`src/rtl/ps2_kbd_rx_if.sv`:
```
// Receiver-to-core bundle for the PS/2 keyboard receiver.
// Carries received bytes, per-key pressed levels and frame error strobes.
interface ps2_kbd_rx_if;
  logic       rd_data_valid;
  logic [7:0] rd_data_payload;
  logic [5:0] keys_valid;
  logic       parity_error;
  logic       frame_error;

  modport master (
    output rd_data_valid,
    output rd_data_payload,
    output keys_valid,
    output parity_error,
    output frame_error
  );

  modport slave (
    input rd_data_valid,
    input rd_data_payload,
    input keys_valid,
    input parity_error,
    input frame_error
  );
endinterface

```
`src/rtl/ps2_kbd_rx.sv`:
```
// PS/2 keyboard host receiver: deframes 11-bit frames and tracks
// make/break/extended codes into pressed levels for six game keys.
module ps2_kbd_rx #(
  parameter int FILTER_LEN     = 8,
  parameter int TIMEOUT_CYCLES = 6000
) (
  input  logic core_clk,
  input  logic core_rst,
  input  logic ps2_clk,
  input  logic ps2_data,
  ps2_kbd_rx_if.master rx
);

  localparam int FW = $clog2(FILTER_LEN + 1);
  localparam int TW = $clog2(TIMEOUT_CYCLES + 1);

  typedef enum logic [1:0] {
    IDLE,
    DATA,
    PARITY,
    STOP
  } state_t;

  logic clk_s1, clk_s2;
  logic dat_s1, dat_s2;

  always_ff @(posedge core_clk or posedge core_rst) begin
    if (core_rst) begin
      clk_s1 <= 1'b1;
      clk_s2 <= 1'b1;
      dat_s1 <= 1'b1;
      dat_s2 <= 1'b1;
    end else begin
      clk_s1 <= ps2_clk;
      clk_s2 <= clk_s1;
      dat_s1 <= ps2_data;
      dat_s2 <= dat_s1;
    end
  end

  logic [FW-1:0] flt_cnt;
  logic          clk_f;
  logic          fall;

  // clk_f flips only after FILTER_LEN consecutive disagreeing samples
  always_ff @(posedge core_clk or posedge core_rst) begin
    if (core_rst) begin
      flt_cnt <= '0;
      clk_f   <= 1'b1;
      fall    <= 1'b0;
    end else begin
      fall <= 1'b0;
      if (clk_s2 != clk_f) begin
        if (flt_cnt == FW'(FILTER_LEN - 1)) begin
          clk_f   <= clk_s2;
          flt_cnt <= '0;
          fall    <= clk_f;
        end else begin
          flt_cnt <= flt_cnt + FW'(1);
        end
      end else begin
        flt_cnt <= '0;
      end
    end
  end

  state_t        state, state_n;
  logic [2:0]    bit_cnt, bit_cnt_n;
  logic [7:0]    shreg, shreg_n;
  logic          par_ok, par_ok_n;
  logic [TW-1:0] idle_cnt, idle_cnt_n;
  logic          brk_pend, brk_pend_n;
  logic          ext_pend, ext_pend_n;
  logic          valid_q, valid_n;
  logic [7:0]    pay_q, pay_n;
  logic [5:0]    keys_q, keys_n;
  logic          perr_q, perr_n;
  logic          ferr_q, ferr_n;
  logic          good;

  always_ff @(posedge core_clk or posedge core_rst) begin
    if (core_rst) begin
      state    <= IDLE;
      bit_cnt  <= '0;
      shreg    <= '0;
      par_ok   <= 1'b0;
      idle_cnt <= '0;
      brk_pend <= 1'b0;
      ext_pend <= 1'b0;
      valid_q  <= 1'b0;
      pay_q    <= '0;
      keys_q   <= '0;
      perr_q   <= 1'b0;
      ferr_q   <= 1'b0;
    end else begin
      state    <= state_n;
      bit_cnt  <= bit_cnt_n;
      shreg    <= shreg_n;
      par_ok   <= par_ok_n;
      idle_cnt <= idle_cnt_n;
      brk_pend <= brk_pend_n;
      ext_pend <= ext_pend_n;
      valid_q  <= valid_n;
      pay_q    <= pay_n;
      keys_q   <= keys_n;
      perr_q   <= perr_n;
      ferr_q   <= ferr_n;
    end
  end

  always_comb begin
    state_n    = state;
    bit_cnt_n  = bit_cnt;
    shreg_n    = shreg;
    par_ok_n   = par_ok;
    idle_cnt_n = idle_cnt;
    brk_pend_n = brk_pend;
    ext_pend_n = ext_pend;
    valid_n    = 1'b0;
    pay_n      = pay_q;
    keys_n     = keys_q;
    perr_n     = 1'b0;
    ferr_n     = 1'b0;
    good       = 1'b0;

    unique case (state)
      IDLE: begin
        idle_cnt_n = '0;
        if (fall && !dat_s2) begin
          state_n   = DATA;
          bit_cnt_n = '0;
        end
      end
      DATA: begin
        if (fall) begin
          shreg_n   = {dat_s2, shreg[7:1]};
          bit_cnt_n = bit_cnt + 3'd1;
          if (bit_cnt == 3'd7) state_n = PARITY;
        end
      end
      PARITY: begin
        if (fall) begin
          par_ok_n = ^shreg ^ dat_s2;
          state_n  = STOP;
        end
      end
      STOP: begin
        if (fall) begin
          state_n = IDLE;
          if (!dat_s2)     ferr_n = 1'b1;
          else if (par_ok) good   = 1'b1;
          else             perr_n = 1'b1;
        end
      end
      default: state_n = IDLE;
    endcase

    // a real edge always wins over a timeout landing on the same cycle
    if (state != IDLE) begin
      if (fall) begin
        idle_cnt_n = '0;
      end else if (idle_cnt == TW'(TIMEOUT_CYCLES - 1)) begin
        state_n    = IDLE;
        ferr_n     = 1'b1;
        idle_cnt_n = '0;
      end else begin
        idle_cnt_n = idle_cnt + TW'(1);
      end
    end

    if (perr_n || ferr_n) begin
      brk_pend_n = 1'b0;
      ext_pend_n = 1'b0;
    end

    if (good) begin
      valid_n = 1'b1;
      pay_n   = shreg;
      if (shreg == 8'hF0) begin
        brk_pend_n = 1'b1;
      end else if (shreg == 8'hE0) begin
        ext_pend_n = 1'b1;
      end else begin
        brk_pend_n = 1'b0;
        ext_pend_n = 1'b0;
        if (!ext_pend) begin
          unique case (shreg)
            8'h1D:   keys_n[0] = !brk_pend;
            8'h1B:   keys_n[1] = !brk_pend;
            8'h1C:   keys_n[2] = !brk_pend;
            8'h23:   keys_n[3] = !brk_pend;
            8'h29:   keys_n[4] = !brk_pend;
            8'h5A:   keys_n[5] = !brk_pend;
            default: ;
          endcase
        end
      end
    end
  end

  assign rx.rd_data_valid   = valid_q;
  assign rx.rd_data_payload = pay_q;
  assign rx.keys_valid      = keys_q;
  assign rx.parity_error    = perr_q;
  assign rx.frame_error     = ferr_q;

endmodule
```
`src/flat_wrapper.sv`:
```
// flat-port wrapper written by rule: the top's interface ports become plain ports
module ps2_kbd_rx_flat 
#(
  parameter int FILTER_LEN     = 8,
  parameter int TIMEOUT_CYCLES = 6000
)
  (core_clk, core_rst, ps2_clk, ps2_data, rx_rd_data_valid, rx_rd_data_payload, rx_keys_valid, rx_parity_error, rx_frame_error);
  ps2_kbd_rx_if rx_i ();
  input  logic core_clk;
  input  logic core_rst;
  input  logic ps2_clk;
  input  logic ps2_data;
  output wire logic [$bits(rx_i.rd_data_valid)-1:0] rx_rd_data_valid;
  output wire logic [$bits(rx_i.rd_data_payload)-1:0] rx_rd_data_payload;
  output wire logic [$bits(rx_i.keys_valid)-1:0] rx_keys_valid;
  output wire logic [$bits(rx_i.parity_error)-1:0] rx_parity_error;
  output wire logic [$bits(rx_i.frame_error)-1:0] rx_frame_error;
  assign rx_rd_data_valid = rx_i.rd_data_valid;
  assign rx_rd_data_payload = rx_i.rd_data_payload;
  assign rx_keys_valid = rx_i.keys_valid;
  assign rx_parity_error = rx_i.parity_error;
  assign rx_frame_error = rx_i.frame_error;
  ps2_kbd_rx #(.FILTER_LEN(FILTER_LEN), .TIMEOUT_CYCLES(TIMEOUT_CYCLES)) u_core (.core_clk(core_clk), .core_rst(core_rst), .ps2_clk(ps2_clk), .ps2_data(ps2_data), .rx(rx_i));
endmodule
```
`config.mk`:
```
export PLATFORM = sky130hd
export DESIGN_NAME = ps2_kbd_rx_flat
export DESIGN_NICKNAME = d
export VERILOG_FILES = /design/src/rtl/ps2_kbd_rx_if.sv /design/src/rtl/ps2_kbd_rx.sv /design/src/flat_wrapper.sv
export SDC_FILE = /design/constraint.sdc
export NUM_CORES = 1
export LEC_CHECK = 0
export CAP_MARGIN = 0
export CORE_UTILIZATION = 45
export DETAILED_ROUTE_END_ITERATION = 16
export PLACE_DENSITY = 0.61
export SLEW_MARGIN = 10
export SYNTH_ARGS = -nofsm -noshare
export SYNTH_HDL_FRONTEND = slang
export SYNTH_SLANG_ARGS = --single-unit
```
`constraint.sdc`:
```
create_clock -name core_clk -period 2.19 [get_ports core_clk]
set_input_delay 0.5475 -clock core_clk [delete_from_list [all_inputs] [get_ports core_clk]]
set_output_delay 0.5475 -clock core_clk [all_outputs]
set_load 0.01 [all_outputs]
```
==> results of run 1 <==
==> synthesized netlist by cell type (all sizes together), types with 3 or more instances <==
master / count
a21oi: 4
o21ai: 10
mux2i: 4
dfstp: 5
buf: 6
dfrtp: 51
nand2: 17
inv: 18
nor3: 5
xor2: 7
nand4: 9
nand3: 7
ha: 17
xnor2: 10
mux2: 10
nand2b: 4
a31oi: 3
and3: 6
nor2: 17
==> flip-flops by register name, summed over array words and instances (netlist names), 2 cells and up <==
signal and count:
u_core.idle_cnt 13, u_core.shreg 8, u_core.bit_cnt 3, u_core.flt_cnt 4, u_core.rx.keys_valid 6, u_core.rx.rd_data_payload 8
u_core.state 2
==> worst max-delay path, cell delays in order (launching register included) <==
cell and delay [ns]:
dfrtp_1 0.41, inv_1 0.07, ha_1 0.24, or2_2 0.31
a2111oi_4 0.44, nand4_1 0.18, mux2i_1 0.15
==> per-layer routing <==
metal / track usage, % / vias up / wire length (um)
met5: 0 / - / 0
met4: 5.00 / 0 / 55
met3: 4.07 / 6 / 136
met2: 26.7 / 27 / 2110
met1: 21.8 / 763 / 2070
li1: - / 841 / -
==> stage by stage <==
step / instance area (um2) / worst slack (ns) / power, mW
after global placement: 2930 / 0.333 / 1.22
after detailed placement: 2930 / 0.281 / 1.23
after floorplan: 2630 / 0.279 / 1.19
after global routing: 3030 / 0.108 / 1.88
after CTS: 3030 / 0.242 / 1.84
final: 3030 / 0.273 / 1.80
==> cells by family (layout without fill, tap and decap cells) <==
| group | Yosys count | count (layout) | synth area share [%] |
|---|---|---|---|
| simple gates | 77 | 77 | 15.7 |
| flops | 56 | 56 | 53.6 |
| compound gates | 27 | 27 | 7.29 |
| buf+inv | 25 | 50 | 3.86 |
| fa+ha+maj | 17 | 17 | 8.10 |
| xor+xnor | 17 | 17 | 5.67 |
| mux | 14 | 14 | 5.81 |
==> where the power goes <==
group          total, mW  leakage [nW]  switching [mW]  internal, mW
sequential          1.10         0.763          0.0279          1.08
combinational      0.102         0.558          0.0534        0.0483
clock              0.595        0.0515           0.306         0.289
==> final timing paths <==
kind / endpoint / slack (ns) / cells after the start
min reg2reg: u_core.dat_s2 / 0.36 / 0
min in group asynchronous: u_core.idle_cnt[0] / 0.49 / 2
min: u_core.dat_s2 / 0.36 / 0
max: u_core.rx.keys_valid[0] / 0.27 / 6
max reg2reg: u_core.rx.keys_valid[0] / 0.27 / 6
max in group asynchronous: u_core.dat_s2 / 1.14 / 3
==> placed cells by master, fill, tap and decap left out, types with 7 or more instances in the layout <==
cell type        instances
clkbuf_8                 7
dfrtp_1                 51
mux2_2                  10
xor2_1                   7
nand4_1                  9
ha_1                    17
nor2_1                  17
nand2_1                 17
o21ai_0                 10
inv_1                   17
clkdlybuf4s50_1         20
xnor2_1                 10
==> layout make-up <==
| type | instances | area share (%) |
|---|---|---|
| Timing Repair Buffer | 24 | 8.02 |
| Clock buffer | 8 | 3.31 |
| Sequential cell | 56 | 46.5 |
| Tap cell | 72 | 2.98 |
| Inverter | 18 | 2.23 |
| Multi-Input combinational cell | 152 | 36.9 |
==> impl_metrics.tcl, run 1 <==
set metrics [dict create \
    post_cts_buffers 0 \
    dr.first_iter.drc_count 79 \
    final_net_count 278 \
    area_delta_synth_final_pct 15.2 \
    port_buffers 20 \
    grt_max_degree 31 \
    syn_inst 233 \
    grt_overflow 0 \
    required_ns 2.38 \
    synth_area_mm2 0.00263 \
    p_leak_nw 1.37 \
    drt_drc_violations_left 0 \
    regArea_mm2 0.00141 \
    ctsHoldBuffers 0 \
    via_count 1637 \
    antennaDiodeCount 0 \
    cts_sinks 56 \
    post-dp-hpwl_um 3170 \
    clockBufferDepth 2 \
    core_region_area_mm2 0.00557 \
    post-route-period-util_pct 87.5 \
    die_w_um 78.4 \
    syn_area_per_cell_um2 11.3 \
    syn_nets 254 \
    worstSkewPairLatency_ns 0.31 \
    place_inst 322 \
    drt_first_pass_iters 4 \
    rows 27 \
    tightestPinTransition_ns 0.565 \
    yosys.area.top_type_share_pct 48.6 \
    cts_buffers 5 \
    fin_crit_ns 1.92 \
    hold_ws_ns 0.359 \
    grt_pass1_vias 1651 \
    drt-total-wl_um 4370 \
    cts_tree "yes" \
    finalMaxSlewViolations 0 \
    cap_violations 0 \
    ys.warnings.count 0 \
    final_core_util_pct 54.3 \
    final.setup_skew_ns 0.00823 \
    synth-seq-cells 56 \
    rsz0062_at_grt "no" \
    fp.dieH_um 78.4 \
    antenna_found_initial 0 \
    fin_cells 330 \
    start_util_pct 47.1 \
    outcome "finished clean" \
    cts_resized 0 \
    ys_types 37 \
    synth_area_leaders "dfrtp_1 (49%), ha_1 (8.1%), dfstp_2 (5.0%)" \
    hold_viol 0 \
    seq_area_frac_synth_pct 53.6 \
    place_congestion 0.833 \
    power.density_mw_per_mm2 595 \
    endpoint_kind "register" \
    wl_per_cell_um 13.2 \
    ys_async_sr_fraction_pct 100 \
    cp-start-kind "register" \
    synth_flop_cell "dfrtp_1" \
    htree_levels 2 \
    synth_edf_count 0 \
    fmax_mhz 522 \
    tns_ns 0 \
    drive_above_1_share_pct 12.0 \
    min_from "u_core.dat_s1" \
    root_buffer "clkbuf_8" \
    final.fill_count 501 \
    irDropWorstVdd_mv 0.306 \
    max_slew_margin_pct 62.4 \
    cp.arrival_ns 2.11 \
    postRouteAntennaNets 0 \
    setup_viol 0 \
    yosysTopAreaCell "dfrtp_1" \
    clkTransAtPathRegs_ns 0.09 \
    multi_input_area_mm2 0.00112 \
    critPathKind "reg2reg" \
    ios 21 \
    timing.rr.start "u_core.shreg[4]" \
    via_per_inst 4.96 \
    crit_path_start "u_core.shreg[4]" \
    grt_usage_pct 16.5 \
    critPathMaxFanout 5 \
    grt_pass1_wl_um 7800 \
    die_area_mm2 0.00615 \
    hp-class "reg2reg" \
]
Power figures use the tool's default switching activity.
==> run 2: changes to the inputs <==
--- a/config.mk
+++ b/config.mk
@@ -7,8 +7,10 @@
 export LEC_CHECK = 0
 export CAP_MARGIN = 0
 export CORE_UTILIZATION = 45
+export CTS_CLUSTER_DIAMETER = 50
 export DETAILED_ROUTE_END_ITERATION = 16
 export PLACE_DENSITY = 0.61
+export REMOVE_ABC_BUFFERS = 1
 export SLEW_MARGIN = 10
 export SYNTH_ARGS = -nofsm -noshare
 export SYNTH_HDL_FRONTEND = slang
==> run 2 against run 1 <==
  * Register-to-register slack worse by 0.04 ns
  * Critical endpoint is now u_core.rx.keys_valid[5]
  * Largest power group unchanged
  * Non-clock buffer count unchanged
  * Critical path type unchanged
  * Critical path depth unchanged
==> impl_metrics.tcl, run 2 (same netlist as run 1, synthesis figures left out) <==
set metrics [dict create \
    outcome "finished clean" \
    rows 27 \
    tightestPinTransition_ns 0.557 \
    antennaDiodeCount 0 \
    hold_depth 0 \
    fp.dieH_um 78.4 \
    post-route-period-util_pct 89.3 \
    drt-total-wl_um 4410 \
    final_net_count 278 \
    ctsHoldBuffers 0 \
    rsz0062_at_grt "no" \
    start_util_pct 47.1 \
    clkTransAtPathRegs_ns 0.09 \
    required_ns 2.38 \
    drive_above_1_share_pct 12.0 \
    reg2reg_depth 6 \
    root_buffer "clkbuf_8" \
    dr.first_iter.drc_count 94 \
    grt_pass1_vias 1654 \
    via_per_inst 5.22 \
    drt_first_pass_iters 6 \
    clockBufferDepth 2 \
    critPathKind "reg2reg" \
    cts_sinks 56 \
    cp.arrival_ns 2.14 \
    grt_pass1_wl_um 7760 \
    critPathMaxFanout 5 \
    cp-start-kind "register" \
    postRouteAntennaNets 0 \
    grt_usage_pct 16.4 \
    p_int_mw 1.46 \
    power.density_mw_per_mm2 614 \
    fin_crit_ns 1.96 \
    power_switching_mw 0.400 \
    ios 21 \
    hold_viol 0 \
    wl_per_cell_um 13.4 \
    reg2reg_to "u_core.rx.keys_valid[5]" \
    post_cts_buffers 0 \
    min_from "u_core.clk_s1" \
    grt_max_degree 57 \
    dp_slack_ns 0.286 \
    endpoint_kind "register" \
    hp-class "reg2reg" \
    crit_path_max_incr_delay_ns 0.45 \
    largest_register_ffs 13 \
    drt_drc_violations_left 0 \
    layout_common_cells "dfrtp_1 (51), clkdlybuf4s50_1 (20)" \
    final.setup_skew_ns 0.00817 \
    hold_end "u_core.clk_s2" \
    crit_slowest_cell "a2111oi_4" \
    worstSkewPairLatency_ns 0.31 \
    htree_levels 2 \
    switching_share_pct 21.5 \
    placed_area_mm2 0.00293 \
    final_core_util_pct 54.4 \
    via_count 1721 \
    p_leak_nw 1.38 \
    cts_tree "yes" \
    area_delta_synth_final_pct 15.5 \
    power.total_mw 1.86 \
    cts_buffers 5 \
    setup_viol 0 \
    port_buffers 20 \
    r2r_setup_slack_ns 0.23 \
    finalMaxSlewViolations 0 \
    crit_path_cell_trace "inv_1 -> ha_1 -> or2_2 -> a2111oi_4 -> nand4_1 -> mux2i_1" \
    irDropWorstVdd_mv 0.390 \
    die_w_um 78.4 \
    cap_violations 0 \
    die_area_mm2 0.00615 \
    final_common_cell "dfrtp_1" \
    fmax_mhz 511 \
    grt_overflow 0 \
    timing.rr.start "u_core.shreg[4]" \
    power.share.sequential_pct 59.2 \
    core_region_area_mm2 0.00557 \
    post-dp-hpwl_um 3070 \
    regMostFlops "u_core.idle_cnt" \
    layout_setup_ws_ns 0.234 \
    tns_ns 0 \
    comb_power_share_pct 5.3 \
    fin_area_mm2 0.00303 \
    antenna_found_initial 0 \
    place_congestion 0.743 \
    cts_resized 0 \
    max_slew_margin_pct 62.9 \
    clockPowerShare_pct 35.5 \
]
==> run 2: worst max path at each step <==
stage	end	start	slack, ns	depth (start not counted)
after floorplan	u_core.bit_cnt[0]	core_rst	0.28	1
after global routing	u_core.rx.keys_valid[2]	u_core.shreg[4]	0.13	6
after detailed placement	u_core.rx.keys_valid[5]	u_core.shreg[4]	0.29	6
after CTS	u_core.rx.keys_valid[0]	u_core.shreg[4]	0.25	6
final	u_core.rx.keys_valid[5]	u_core.shreg[4]	0.23	6
after global placement	u_core.rx.keys_valid[5]	u_core.shreg[4]	0.32	6
==> run 2: metrics by stage <==
stage | std cells | hold WS [ns]
6_report | 330 | 0.359
5_1_grt | 330 | 0.363
4_1_cts | 330 | 0.362
3_5_place_dp | 322 | 0.348
3_3_place_gp | 322 | 0.346
2_1_floorplan | 226 | 0.345
==> run 2: layout make-up <==
class	count	area, um2
Fill cell	521	2540
Tap cell	72	90.1
Multi-Input combinational cell	152	1120
Timing Repair Buffer	24	243
Clock buffer	6	72.6
Inverter	18	67.6
Sequential cell	56	1410
Clock inverter	2	35.0
==> run 2: per-layer routing <==
layer	wire length, um	vias to the layer above	track usage (%)
met1	2370	848	24.8
li1	-	846	-
met3	110	5	3.60
met2	1860	22	22.9
met5	0	-	0
met4	68	0	6.30
==> run 2: power groups by stage <==
stage	Sequential, mW	Clock [mW]	Combinational (mW)
2_1_floorplan	1.12	0	0.0747
3_3_place_gp	1.12	0	0.101
3_5_place_dp	1.12	0	0.101
4_1_cts	1.10	0.687	0.102
5_1_grt	1.11	0.726	0.113
6_report	1.10	0.661	0.0994
==> run 2: worst max-delay path, delay by kind of cell (launching register included) <==
family | cells | cell delay, ns
AO/OA/AOI/OAI | 1 | 0.45
adder cells (fa/ha/maj) | 1 | 0.24
buffers and inverters | 1 | 0.08
flip-flops | 1 | 0.44
multiplexers | 1 | 0.14
AND/OR/NAND/NOR | 2 | 0.50
